**src/rtl/ps2_keyboard_rx.sv**
```systemverilog
// PS/2 keyboard receiver: synchronises and deglitches the PS/2 pins, deserialises
// 11-bit device-to-host frames and strobes kdone/kdata for good bytes, kerr otherwise.
module ps2_keyboard_rx #(
    parameter int FILTER_LEN = 8,
    parameter int TIMEOUT    = 50000
) (
    input  logic       clock,
    input  logic       reset_n,
    input  logic       ps2_clk,
    input  logic       ps2_dat,
    output logic       kdone,
    output logic [7:0] kdata,
    output logic       kerr
);

    localparam int FILT_W = (FILTER_LEN > 1) ? $clog2(FILTER_LEN) : 1;
    localparam int TO_W   = (TIMEOUT > 1) ? $clog2(TIMEOUT) : 1;
    localparam logic [FILT_W-1:0] FILT_MAX = FILT_W'(FILTER_LEN - 1);
    localparam logic [TO_W-1:0]   TO_MAX   = TO_W'(TIMEOUT - 1);

    typedef enum logic [1:0] {IDLE, DATA, PARITY, STOP} state_t;

    logic              clk_meta, clk_sync, dat_meta, dat_sync;
    logic [FILT_W-1:0] filt_cnt;
    logic              filt_clk, filt_clk_d;
    logic              fall;

    state_t            state, state_next;
    logic [2:0]        bitcnt, bitcnt_next;
    logic [7:0]        shreg, shreg_next;
    logic              parity, parity_next;
    logic [TO_W-1:0]   to_cnt, to_cnt_next;
    logic [7:0]        kdata_next;
    logic              kdone_next, kerr_next;

    always_ff @(posedge clock) begin
        if (!reset_n) begin
            clk_meta <= 1'b1;
            clk_sync <= 1'b1;
            dat_meta <= 1'b1;
            dat_sync <= 1'b1;
        end else begin
            clk_meta <= ps2_clk;
            clk_sync <= clk_meta;
            dat_meta <= ps2_dat;
            dat_sync <= dat_meta;
        end
    end

    // The filtered clock only follows a level held for FILTER_LEN consecutive samples.
    always_ff @(posedge clock) begin
        if (!reset_n) begin
            filt_cnt   <= '0;
            filt_clk   <= 1'b1;
            filt_clk_d <= 1'b1;
        end else begin
            filt_clk_d <= filt_clk;
            if (clk_sync != filt_clk) begin
                if (filt_cnt == FILT_MAX) begin
                    filt_clk <= clk_sync;
                    filt_cnt <= '0;
                end else begin
                    filt_cnt <= filt_cnt + 1'b1;
                end
            end else begin
                filt_cnt <= '0;
            end
        end
    end

    assign fall = filt_clk_d & ~filt_clk;

    always_ff @(posedge clock) begin
        if (!reset_n) begin
            state  <= IDLE;
            bitcnt <= '0;
            shreg  <= '0;
            parity <= 1'b0;
            to_cnt <= '0;
            kdata  <= 8'h00;
            kdone  <= 1'b0;
            kerr   <= 1'b0;
        end else begin
            state  <= state_next;
            bitcnt <= bitcnt_next;
            shreg  <= shreg_next;
            parity <= parity_next;
            to_cnt <= to_cnt_next;
            kdata  <= kdata_next;
            kdone  <= kdone_next;
            kerr   <= kerr_next;
        end
    end

    // A falling edge always wins over timeout expiry in the same cycle.
    always_comb begin
        state_next  = state;
        bitcnt_next = bitcnt;
        shreg_next  = shreg;
        parity_next = parity;
        kdata_next  = kdata;
        kdone_next  = 1'b0;
        kerr_next   = 1'b0;
        to_cnt_next = (state == IDLE) ? '0 : to_cnt + 1'b1;

        if (fall) begin
            to_cnt_next = '0;
            case (state)
                IDLE: begin
                    if (!dat_sync) begin
                        state_next  = DATA;
                        bitcnt_next = '0;
                    end
                end
                DATA: begin
                    shreg_next  = {dat_sync, shreg[7:1]};
                    bitcnt_next = bitcnt + 1'b1;
                    if (bitcnt == 3'd7)
                        state_next = PARITY;
                end
                PARITY: begin
                    parity_next = dat_sync;
                    state_next  = STOP;
                end
                STOP: begin
                    if (dat_sync && (^{shreg, parity})) begin
                        kdata_next = shreg;
                        kdone_next = 1'b1;
                    end else begin
                        kerr_next = 1'b1;
                    end
                    state_next = IDLE;
                end
                default: state_next = IDLE;
            endcase
        end else if (state != IDLE && to_cnt == TO_MAX) begin
            state_next  = IDLE;
            kerr_next   = 1'b1;
            shreg_next  = '0;
            bitcnt_next = '0;
            to_cnt_next = '0;
        end
    end

endmodule

```
**config.mk**
```make
export PLATFORM = sky130hd
export DESIGN_NAME = ps2_keyboard_rx
export DESIGN_NICKNAME = d
export VERILOG_FILES = /design/src/rtl/ps2_keyboard_rx.sv
export SDC_FILE = /design/constraint.sdc
export NUM_CORES = 1
export LEC_CHECK = 0
export CORE_ASPECT_RATIO = 0.7
export CORE_MARGIN = 4
export CORE_UTILIZATION = 58
export DETAILED_ROUTE_END_ITERATION = 7
export MAX_ROUTING_LAYER = met4
export PLACE_DENSITY = 0.76
export SETUP_SLACK_MARGIN = 0.2
export SYNTH_ARGS = -nofsm -noshare
export SYNTH_HDL_FRONTEND = slang
export SYNTH_SLANG_ARGS = --single-unit
```
**constraint.sdc**
```tcl
create_clock -name clock -period 2.1 [get_ports clock]
set_clock_uncertainty 0.15 [all_clocks]
set_input_delay 0.315 -clock clock [delete_from_list [all_inputs] [get_ports clock]]
set_output_delay 0.315 -clock clock [all_outputs]
set_load 0.01 [all_outputs]
```
Word-level counts from Yosys, hierarchy flattened --
Index checks and enable logic that the tools add are counted.
Storage, ports and cells: flip-flop bits (word level) 49, input port bits 4, output and inout bits 10, logic and storage cells 65
Cells by class: add/sub/neg operators 3, equality and inequality tests 11, multiplexer cells 17, bitwise operators 4, reductions and logical operators 15
Operator list (number):
- $mux W8 | 3
- $add A16 B1 Y16 const B | 1
- $eq A16 B16 Y1 const B | 1
- $reduce_and A3 Y1 | 4
- $mux W3 | 3
- $reduce_xor A9 Y1 | 1
- $mux W2 | 4
- $pmux W2 S4 | 1
- $add A3 B1 Y3 const B | 2
- $eq A3 B3 Y1 const B | 2
- $ne A3 B3 Y1 const B | 2
- $pmux W3 S2 | 1
- $reduce_and A2 Y1 | 3
- $mux W1 | 5
- $eq A2 B2 Y1 const B | 2
- $reduce_bool A2 Y1 | 2
- $reduce_or A4 Y1 | 1
- $ne A3 B1 Y1 const B | 1
- $not A1 Y1 | 3
- $reduce_or A3 Y1 | 1
- $eq A2 B1 Y1 const B | 1
- $logic_and A1 B1 Y1 | 2
- $logic_not A2 Y1 | 1
- $ne A2 B1 Y1 const B | 1
- 2 further kinds | 2

Longest topological paths before layout --
depth after elaboration 5, mapped depth 6, gate-level depth less buffers 6

Worst setup path before layout --
OpenSTA, ideal clock, no wires.
path kind flip-flop to flip-flop, start point reg to_cnt[0], end point reg bitcnt[0], setup time 0.072 ns, arrival 1.532 ns, required time 1.878 ns, slack 0.346 ns, stages on the path, launching flop included 6, path buffers 0, clock period less this slack 1.754 ns, cell sequence dfxtp_1 ha_1 and4_1 nand4_1 a211oi_1 mux2i_1
On the way: word-level cells in the longest chain between the ends 4
RTL lines:
- from (decl) | line 32 | logic [TO_W-1:0] to_cnt, to_cnt_next;
- from (signal assigned) | line 88 | to_cnt <= to_cnt_next;
- $eq A16 B16 Y1 | line 136 | end else if (state != IDLE && to_cnt == TO_MAX) begin
- $logic_and A1 B1 Y1 | line 136
- $reduce_bool A2 Y1 (no source line)
- $reduce_and A3 Y1 (no source line)
- to (signal assigned) | line 85 | bitcnt <= bitcnt_next;
- to (decl) | line 29 | logic [2:0] bitcnt, bitcnt_next;
Every way passes these cells. A chain may end at the register's enable or synchronous reset.

Worst setup path in the final report --
start point reg to_cnt[0], end point reg shreg[4]
On the way: word-level cells in the longest chain between the ends 4
RTL lines:
- $eq A16 B16 Y1 | line 136
- $logic_and A1 B1 Y1 | line 136
- $reduce_bool A2 Y1 (no source line)
- $reduce_and A2 Y1 (no source line)
- to (signal assigned) | line 86 | shreg <= shreg_next;
- to (decl) | line 30 | logic [7:0] shreg, shreg_next;
Every way passes these cells.

==> out/results.tsv <==
metric	value	unit
first-pass GRT wire length	6.92	mm
gr ovfl total	0	
cts bufs inserted	5	
Pleak	0.908	nW
Post-synth ARST share	0	%
Yosys top cell by area	dfxtp_1	
crit path from	to_cnt[0]	
CTS sink count	49	
hold_buf cts	0	
total core area	0.00363	mm2
DRC	0	
most instantiated library cell after synthesis	dfxtp_1	
sequential-to-total area share from yosys stat	43.8	%
min Tclk post-route	1.82	ns
GPL Wtd Cong	0.768	
total power	1.54	mW
Hold Path Class	reg -> reg	
# setup viols final	0	
commonest register cell after synthesis	dfxtp_1	
Setup TNS Final	0	ns
CTS clock-pin slew for the worst setup and hold paths	0.08	ns
hold path start	clk_meta	
initial antenna violation count	0	
post-synth top area share	43.8	%
f_max	549	MHz
slew of the pin with the lowest slew margin	0.434	ns
CTS tree	built	
Detailed Route WL	4.05	mm
CP arrival	1.85	ns
# rows	18	
detailed-route via count	1624	
status	finished clean	
DR pass1 iterations	4	
syn_nets	251	
crit path max fanout	9	
crit share post-route	86.7	%
Initial Utilization	61.7	%
final worst slack	0.280	ns
clock root buffer	clkbuf_8	
Final Hold Viols	0	
gr usage total	19.3	%
later-pin clock latency in the skew report	0.30	ns
layout cell share with drive strength beyond 1	9.69	%
Critical R2R Launch	to_cnt[0]	
Syn Std Cell Area	0.00224	mm2
Area growth, synth to finish	14.9	%
vias in the first global route	1501	
drt wl/cell	13.1	um
Worst IR Drop VDD	0.000437	V
I/O Buffers	13	
worst path required time	2.13	ns
P per Cell Area	597	mW/mm2
Yosys warning count	0	
pre-CTS setup slack	0.251	ns
CP Launch Type	flip-flop	
Setup CP Type	reg -> reg	
chip width	82.2	um
synth top area cells	dfxtp_1 44%, mux2i_1 7.2%, nand2_1 6.0%, ha_1 5.0%, xnor2_1 3.1%	
Netlist cell types	39	
Worst Setup End Kind	flip-flop	
post-route ant nets	0	
Die ar.	0.00493	mm2
Worst slew margin	71.0	%
Ports	14	
Synth top cells by count	49 x dfxtp_1, 36 x nand2_1, 16 x mux2i_1, 16 x nor2_1, 11 x nand3_1	
Max Cap Viol	0	
FF+latch count, synth	49	
Max Slew Vio Count	0	
DR iter-0 viols	96	
via/cell ratio	5.27	
largest net degree at the start of global routing	23	
synthesized instance count	238	
H-tree depth	2	
clk buf depth	2	
diodes inserted	0	
RSZ-0062 raised after global routing	yes	
Mean Syn Cell Area	9.40	um2
post-detail-place hpwl	2.85	mm
die height	60.0	um
Nets	270	
final core occ	70.9	%
count of flip-flops with a built-in enable after synthesis	0	
cell families after synthesis:
group	synth area share (%)
AOI/OAI and AO/OA	8.50
xor gates and xnor gates	9.00
adders and majority gates	5.03
buffers and inverters	2.74
DFF	43.8
muxes	8.17
and+or+nand+nor	22.7
metal layers:
metal,vias up,share of wire [%],global-route usage [%]
li1,860,-,-
met4,0,1.8,8.53
met3,6,3.8,4.52
met2,29,37,25.5
met5,-,0,-
met1,729,57,27.6
registers in the layout, summed over array words and instances (netlist names):
register    cells
dat_meta        1
bitcnt          3
to_cnt         16
clk_meta        1
parity          1
kerr            1
filt_cnt        3
clk_sync        1
kdone           1
kdata           8
dat_sync        1
filt_clk_d      1
filt_clk        1
state           2
shreg           8
where the power goes:
part	internal (mW)	switching (mW)
Sequential	0.932	0.00247
Combinational	0.0127	0.0142
Clock	0.267	0.307
Total	1.21	0.323
worst max-delay path, stage by stage, from the launching register on:
cell and delay, ns:
dfxtp_1 0.38, ha_1 0.21, and4_1 0.21, nand4_1 0.20, buf_4 0.25, o211ai_1 0.18, a21boi_0 0.12
timing repair:
item | CTS | global route
setup buffers | 0 | 1
resized for setup | 0 | 5
setup endpoints to repair | 0 | 13
through the flow:
step	instances	hold slack, ns	area (um2)
after floorplan	238	0.236	2240
after global placement	299	0.248	2450
after detailed placement	299	0.257	2450
after CTS	307	0.279	2550
after global routing	308	0.300	2570
final	308	0.272	2570
worst paths after layout:
path | to | slack [ns] | cells past startpoint
min | clk_sync | 0.27 | 1
min reg2reg | clk_sync | 0.27 | 1
max | shreg[4] | 0.28 | 6
max reg2reg | shreg[4] | 0.28 | 6
area by class of cell:
class | count | area (um2)
Fill cell | 301 | 1050
Timing Repair Buffer | 23 | 209
Inverter | 5 | 18.8
Sequential cell | 49 | 985
Multi-Input combinational cell | 173 | 1200
Clock buffer | 6 | 82.6
Clock inverter | 2 | 13.8
Tap cell | 50 | 62.6
cell usage in the layout, fill, tap and decap left out, drive strengths merged, types with 8 or more instances in the layout:
cell	count
a21boi	8
nand2	36
xnor2	8
nand2b	8
nand3	11
ha	9
buf	10
clkdlybuf4s50	13
o211ai	9
nor2	16
dfxtp	49
mux2i	17
Power figures use the tool's default switching activity.
==> RTL change 1, RTL diff (same flow settings) <==
Re-encode `state_t` (4 states) as one-hot, 4 bits wide.
--- a/src/rtl/ps2_keyboard_rx.sv
+++ b/src/rtl/ps2_keyboard_rx.sv
@@ -20,3 +20,3 @@
 
-    typedef enum logic [1:0] {IDLE, DATA, PARITY, STOP} state_t;
+    typedef enum logic [3:0] {IDLE = 4'b0001, DATA = 4'b0010, PARITY = 4'b0100, STOP = 4'b1000} state_t;
 
Behaviour: no difference found for any inputs over 10 cycles, from zero or initial values and one cycle with reset_n low; not proved beyond that.
==> RTL change 1 against the original RTL <==
- routed wire length is 9.9% higher
- first-iteration DRC count is 9.4% lower
- design area is 6.6% higher
- global-route usage is 0.50 points higher
- setup slack worse by 78 ps
- area after synthesis is 1.5% higher
- largest power group unchanged
- synthesized cell count is 2.1% higher
- critical endpoint is now state[1]$_SDFFE_PN0P_
- fmax is 4.1% lower
- worst hold slack better by 5.0 ps
- total power is 5.6% higher
- core utilization is 4.2 points higher
- sequential cell count is 2 higher
- count of clock-buffer cells in the layout is 1 higher
==> RTL change 1: results (changes against the original RTL) <==
- Final Instance Count excl. Fillers: 321 (was 308)
- Total of fill cells in the finished design: 283 (was 301)
- Post-synthesis adder-cell area fraction: 2.75% (was 5.03%)
- The layout cell share with drive strength beyond 1 came to 20.7% (was 9.69%).
- The number of detailed-routing iterations run before antenna repair is 4 (unchanged).
- Cells taking the most area after synthesis: sky130_fd_sc_hd__dfxtp_1, sky130_fd_sc_hd__nor2_1, sky130_fd_sc_hd__nand2_1 (was sky130_fd_sc_hd__dfxtp_1, sky130_fd_sc_hd__mux2i_1, sky130_fd_sc_hd__nand2_1).
- The cell family contributing the most delay on the critical path is simple AND/OR/NAND/NOR gates (unchanged).
* Fin util: 75.1% (was 70.9%)
- Area post-placement: 0.00250 mm² (was 0.00245 mm²)
- The stage delay of the slowest cell on the critical path was 500 ps (was 380 ps).
* Vias in the first global route: 1522 (was 1501)
- The detailed router's first-iteration violation count came to 87 (was 96).
- Post-layout nets: 279 (was 270)
- Number of vias in the routed layout: 1767 (was 1624)
- The transition time at the pin with the least slew margin came to 355 ps (was 434 ps).
- The critical path data arrival time came to 1980 ps (was 1850 ps).
- The wire length after detailed routing is 4450 µm (was 4050 µm).
- Cell area after synthesis: 0.00227 mm² (was 0.00224 mm²)
- Cell count after placement: 308 (was 299)
- The worst vdd rail ir drop was 0.000487 V (was 0.000437 V).
* Seq/Total Area, Yosys: 45.0% (was 43.8%)
- The maximum number of pins on one net before global-route repair came to 21 (was 23).
- First-pass GRT wire length: 7270 µm (was 6920 µm)
* Worst path slowest cell: sky130_fd_sc_hd__or4_4 (was sky130_fd_sc_hd__dfxtp_1)
- The count of distinct cell types in the synthesized netlist was 45 (was 39).
- The share of synthesized flip-flops with an asynchronous set or reset came to 0% (unchanged).
- Final HPWL from detailed placement: 3120 µm (was 2850 µm)
- The maximum fanout encountered on the critical timing path is 7 (was 9).
- Worst hold path startpoint: clk_meta$_SDFF_PN1_ (unchanged)
* Cell types with the highest counts after synthesis: sky130_fd_sc_hd__dfxtp_1, sky130_fd_sc_hd__nor2_1, sky130_fd_sc_hd__nand2_1, sky130_fd_sc_hd__xor2_1, sky130_fd_sc_hd__mux2i_1 (was sky130_fd_sc_hd__dfxtp_1, sky130_fd_sc_hd__nand2_1, sky130_fd_sc_hd__mux2i_1, sky130_fd_sc_hd__nor2_1, sky130_fd_sc_hd__nand3_1)
- The xor/xnor share of the synthesized area was 9.15% (was 9.00%).
- Instance count of the mapped netlist: 243 (was 238)
- Buffer cell driving the clock tree root: sky130_fd_sc_hd__clkbuf_8 (unchanged)
- Static Leak: 0.00108 µW (was 0.000908 µW)
* Outcome: complete, no violations (unchanged)
- The clock latency reported for the late side of the worst-skew pair came to 300 ps (about the same).
- Routability-driven placement congestion ratio: 0.810 (was 0.768)
* Mux share of post-synthesis cell area: 4.41% (was 8.17%)
- The net count after synthesis is 252 (was 251).
- The total routing resource utilization after global routing is 19.8% (was 19.3%).
* Complex-gate fraction of the synthesized area: 9.09% (was 8.50%)
[RTL change 1: worst paths after layout]
| kind | endpoint | slack (ps) |
|---|---|---|
| hold reg to reg | clk_sync$_SDFF_PN1_ | 280 |
| setup / recovery | state[1]$_SDFFE_PN0P_ | 200 |
| hold / removal | clk_sync$_SDFF_PN1_ | 280 |
| setup reg to reg | state[1]$_SDFFE_PN0P_ | 200 |
[RTL change 1: routing by layer]
| layer | track usage [%] | part of all wire, % |
|---|---|---|
| met1 | 29.5 | 52 |
| met2 | 26.1 | 41 |
| met3 | 4.45 | 5.4 |
| met4 | 6.29 | 0.92 |
| met5 | - | 0 |
[RTL change 1: layout make-up]
cell class,instances,share of cell area (%)
Multi-Input combinational cell,178,46.0
Clock buffer,7,3.51
Timing Repair Buffer,30,9.54
Tap cell,50,2.28
Clock inverter,1,0.274
Inverter,4,0.548
Sequential cell,51,37.8
[RTL change 1: metrics by stage]
step	setup slack (ps)	hold WS (ps)	total power (µW)
after floorplan	211	236	1010
after global routing	114	305	1680
after detailed placement	166	259	1020
final	202	277	1620
after CTS	183	283	1630
after global placement	237	255	1020
[RTL change 1: timing repair]
action	CTS	global route
endpoints found under the setup margin	9	21
gates resized for setup	8	19
cloned	0	0
pin swaps	3	5
setup buffers	3	2
[RTL change 1: cell families after synthesis]
logic type | count (synthesis)
mux | 10
xor+xnor | 22
fa+ha+maj | 5
compound gates | 27
simple gates | 114
flops | 51
buf+inv | 14
[RTL change 1: worst register-to-register path: cells and delay by family (launching register included)]
kind                     cells  cell delay (ps)
AO/OA/AOI/OAI                2              240
flip-flops                   1              370
adder cells (fa/ha/maj)      1              140
AND/OR/NAND/NOR              3              930
[RTL change 1: where the power goes]
group          internal, µW  switching [µW]
clock network           300             320
logic                  12.1            17.7
registers               969            2.65
total                  1280             340
==> RTL change 2, RTL diff (config.mk and constraints unchanged) <==
Without the edit above. `TIMEOUT`: 50000 -> 100000.
--- a/src/rtl/ps2_keyboard_rx.sv
+++ b/src/rtl/ps2_keyboard_rx.sv
@@ -4,3 +4,3 @@
     parameter int FILTER_LEN = 8,
-    parameter int TIMEOUT    = 50000
+    parameter int TIMEOUT    = 100000
 ) (
Function: same outputs for any inputs over 10 cycles, from zero or initial values and one cycle with reset_n low; that may be too few to reach the edited logic, so the function may still have changed.
==> RTL change 2 against the original RTL <==
- via count decreased by 0.62%
- count of clock-buffer cells in the layout unchanged
- fmax decreased by 5.2%
- total power increased by 7.1%
- sequential cell count increased by 1
- die area decreased by 2.2%
- routed wire length decreased by 4.2%
- design area increased by 2.3%
- area after synthesis decreased by 2.5%
- setup slack got worse by 100 ps
==> RTL change 2: results (changes against the original RTL) <==
- Largest regs: to_cnt x17, kdata x8, shreg x8 (was to_cnt x16, kdata x8, shreg x8).
- The final-layout fill cell count came to 257 (was 301).
- The clock latency reported for the late side of the worst-skew pair came to 300 ps (about the same).
- The cell family contributing the most delay on the critical path is XOR/XNOR gates (was simple AND/OR/NAND/NOR gates).
* Final HPWL from detailed placement: 2590 µm (was 2850 µm)
- Pre-CTS setup slack: 87.1 ps (was 251 ps)
* Non-clock inverter count: 6 (was 5)
* Routability-driven placement congestion ratio: 0.823 (was 0.768)
* GRT Overall Usage: 18.2% (was 19.3%)
* Signal buffers share of area: 11.2% (was 8.13%)
- The worst vdd rail ir drop came to 0.000507 V (was 0.000437 V).
- The stage delay of the slowest cell on the critical path is 440 ps (was 380 ps).
* Avg Vias per Cell: 5.16 (was 5.27)
- Repair and plain buffers: 29 (was 23)
* Fraction of layout instances using a drive strength above 1: 12.9% (was 9.69%)
- The worst setup path endpoint is kdata[5]$_SDFFE_PN0P_ (was shreg[4]$_SDFFE_PN0P_).
- Clock transition time at the flip-flop clock pins of the worst setup and hold paths: 90 ps
- Vias in the first global route: 1403 (was 1501)
- Seq/Total Area, Yosys: 45.9% (was 43.8%)
- The minimum setup slack in the final design is 180 ps (was 280 ps).
* Outcome: complete, no violations (unchanged)
- #MultiIn Comb: 170 (was 173)
- The master of the slowest instance on the critical path is sky130_fd_sc_hd__xnor3_1 (was sky130_fd_sc_hd__dfxtp_1).
- Instance count of the mapped netlist: 236 (was 238)
- Number of different library cells in the post-synthesis netlist: 33 (was 39)
* Area post-placement: 0.00244 mm² (was 0.00245 mm²)
- Cell types with the highest counts after synthesis: sky130_fd_sc_hd__dfxtp_1, sky130_fd_sc_hd__nand2_1, sky130_fd_sc_hd__nor2_1, sky130_fd_sc_hd__nand3_1 (was sky130_fd_sc_hd__dfxtp_1, sky130_fd_sc_hd__nand2_1, sky130_fd_sc_hd__mux2i_1, sky130_fd_sc_hd__nor2_1, sky130_fd_sc_hd__nand3_1).
- The sequential fraction of total cell area was 38.3% (about the same).
- Cells taking the most area after synthesis: sky130_fd_sc_hd__dfxtp_1, sky130_fd_sc_hd__nand2_1, sky130_fd_sc_hd__ha_1 (was sky130_fd_sc_hd__dfxtp_1, sky130_fd_sc_hd__mux2i_1, sky130_fd_sc_hd__nand2_1)
- The critical path data arrival time was 1990 ps (was 1850 ps).
- Area inside the core boundary: 0.00358 mm² (was 0.00363 mm²)
- The number of flip-flops and latches came to 50 (was 49).
- The multi-input combinational area share is 43.0% (was 46.7%).
- The first-pass GRT wire length is 6580 µm (was 6920 µm).
* Fin util: 73.4% (was 70.9%)
- The net count after synthesis is 249 (was 251).
* Post-layout nets: 275 (was 270)
==> RTL change 2: kinds of logic (layout without fill, tap and decap cells) <==
group | Yosys count | in the layout | synth area share (%)
compound gates | 19 | 19 | 6.42
fa+ha+maj | 9 | 9 | 5.16
flops | 50 | 50 | 45.9
xor+xnor | 23 | 23 | 9.86
buf+inv | 16 | 43 | 3.96
simple gates | 110 | 110 | 24.6
mux | 9 | 9 | 4.13
==> RTL change 2: per-layer routing <==
layer / wire [µm] / track usage [%] / up-vias
met5: 0 / - / -
met4: 18 / 3.61 / 0
met3: 166 / 4.56 / 2
met2: 1510 / 24.6 / 33
met1: 2180 / 27.3 / 735
li1: - / - / 844
==> RTL change 2: power breakdown <==
group / internal, µW / switching, µW
Sequential: 950 / 2.55
Combinational: 16.8 / 13.6
Clock: 356 / 306
==> RTL change 2: timing repair <==
action	4_1_cts	5_1_grt
setup buffers	1	0
cloned	1	0
pin swaps	4	0
endpoints found under the setup margin	23	18
gates resized for setup	9	4
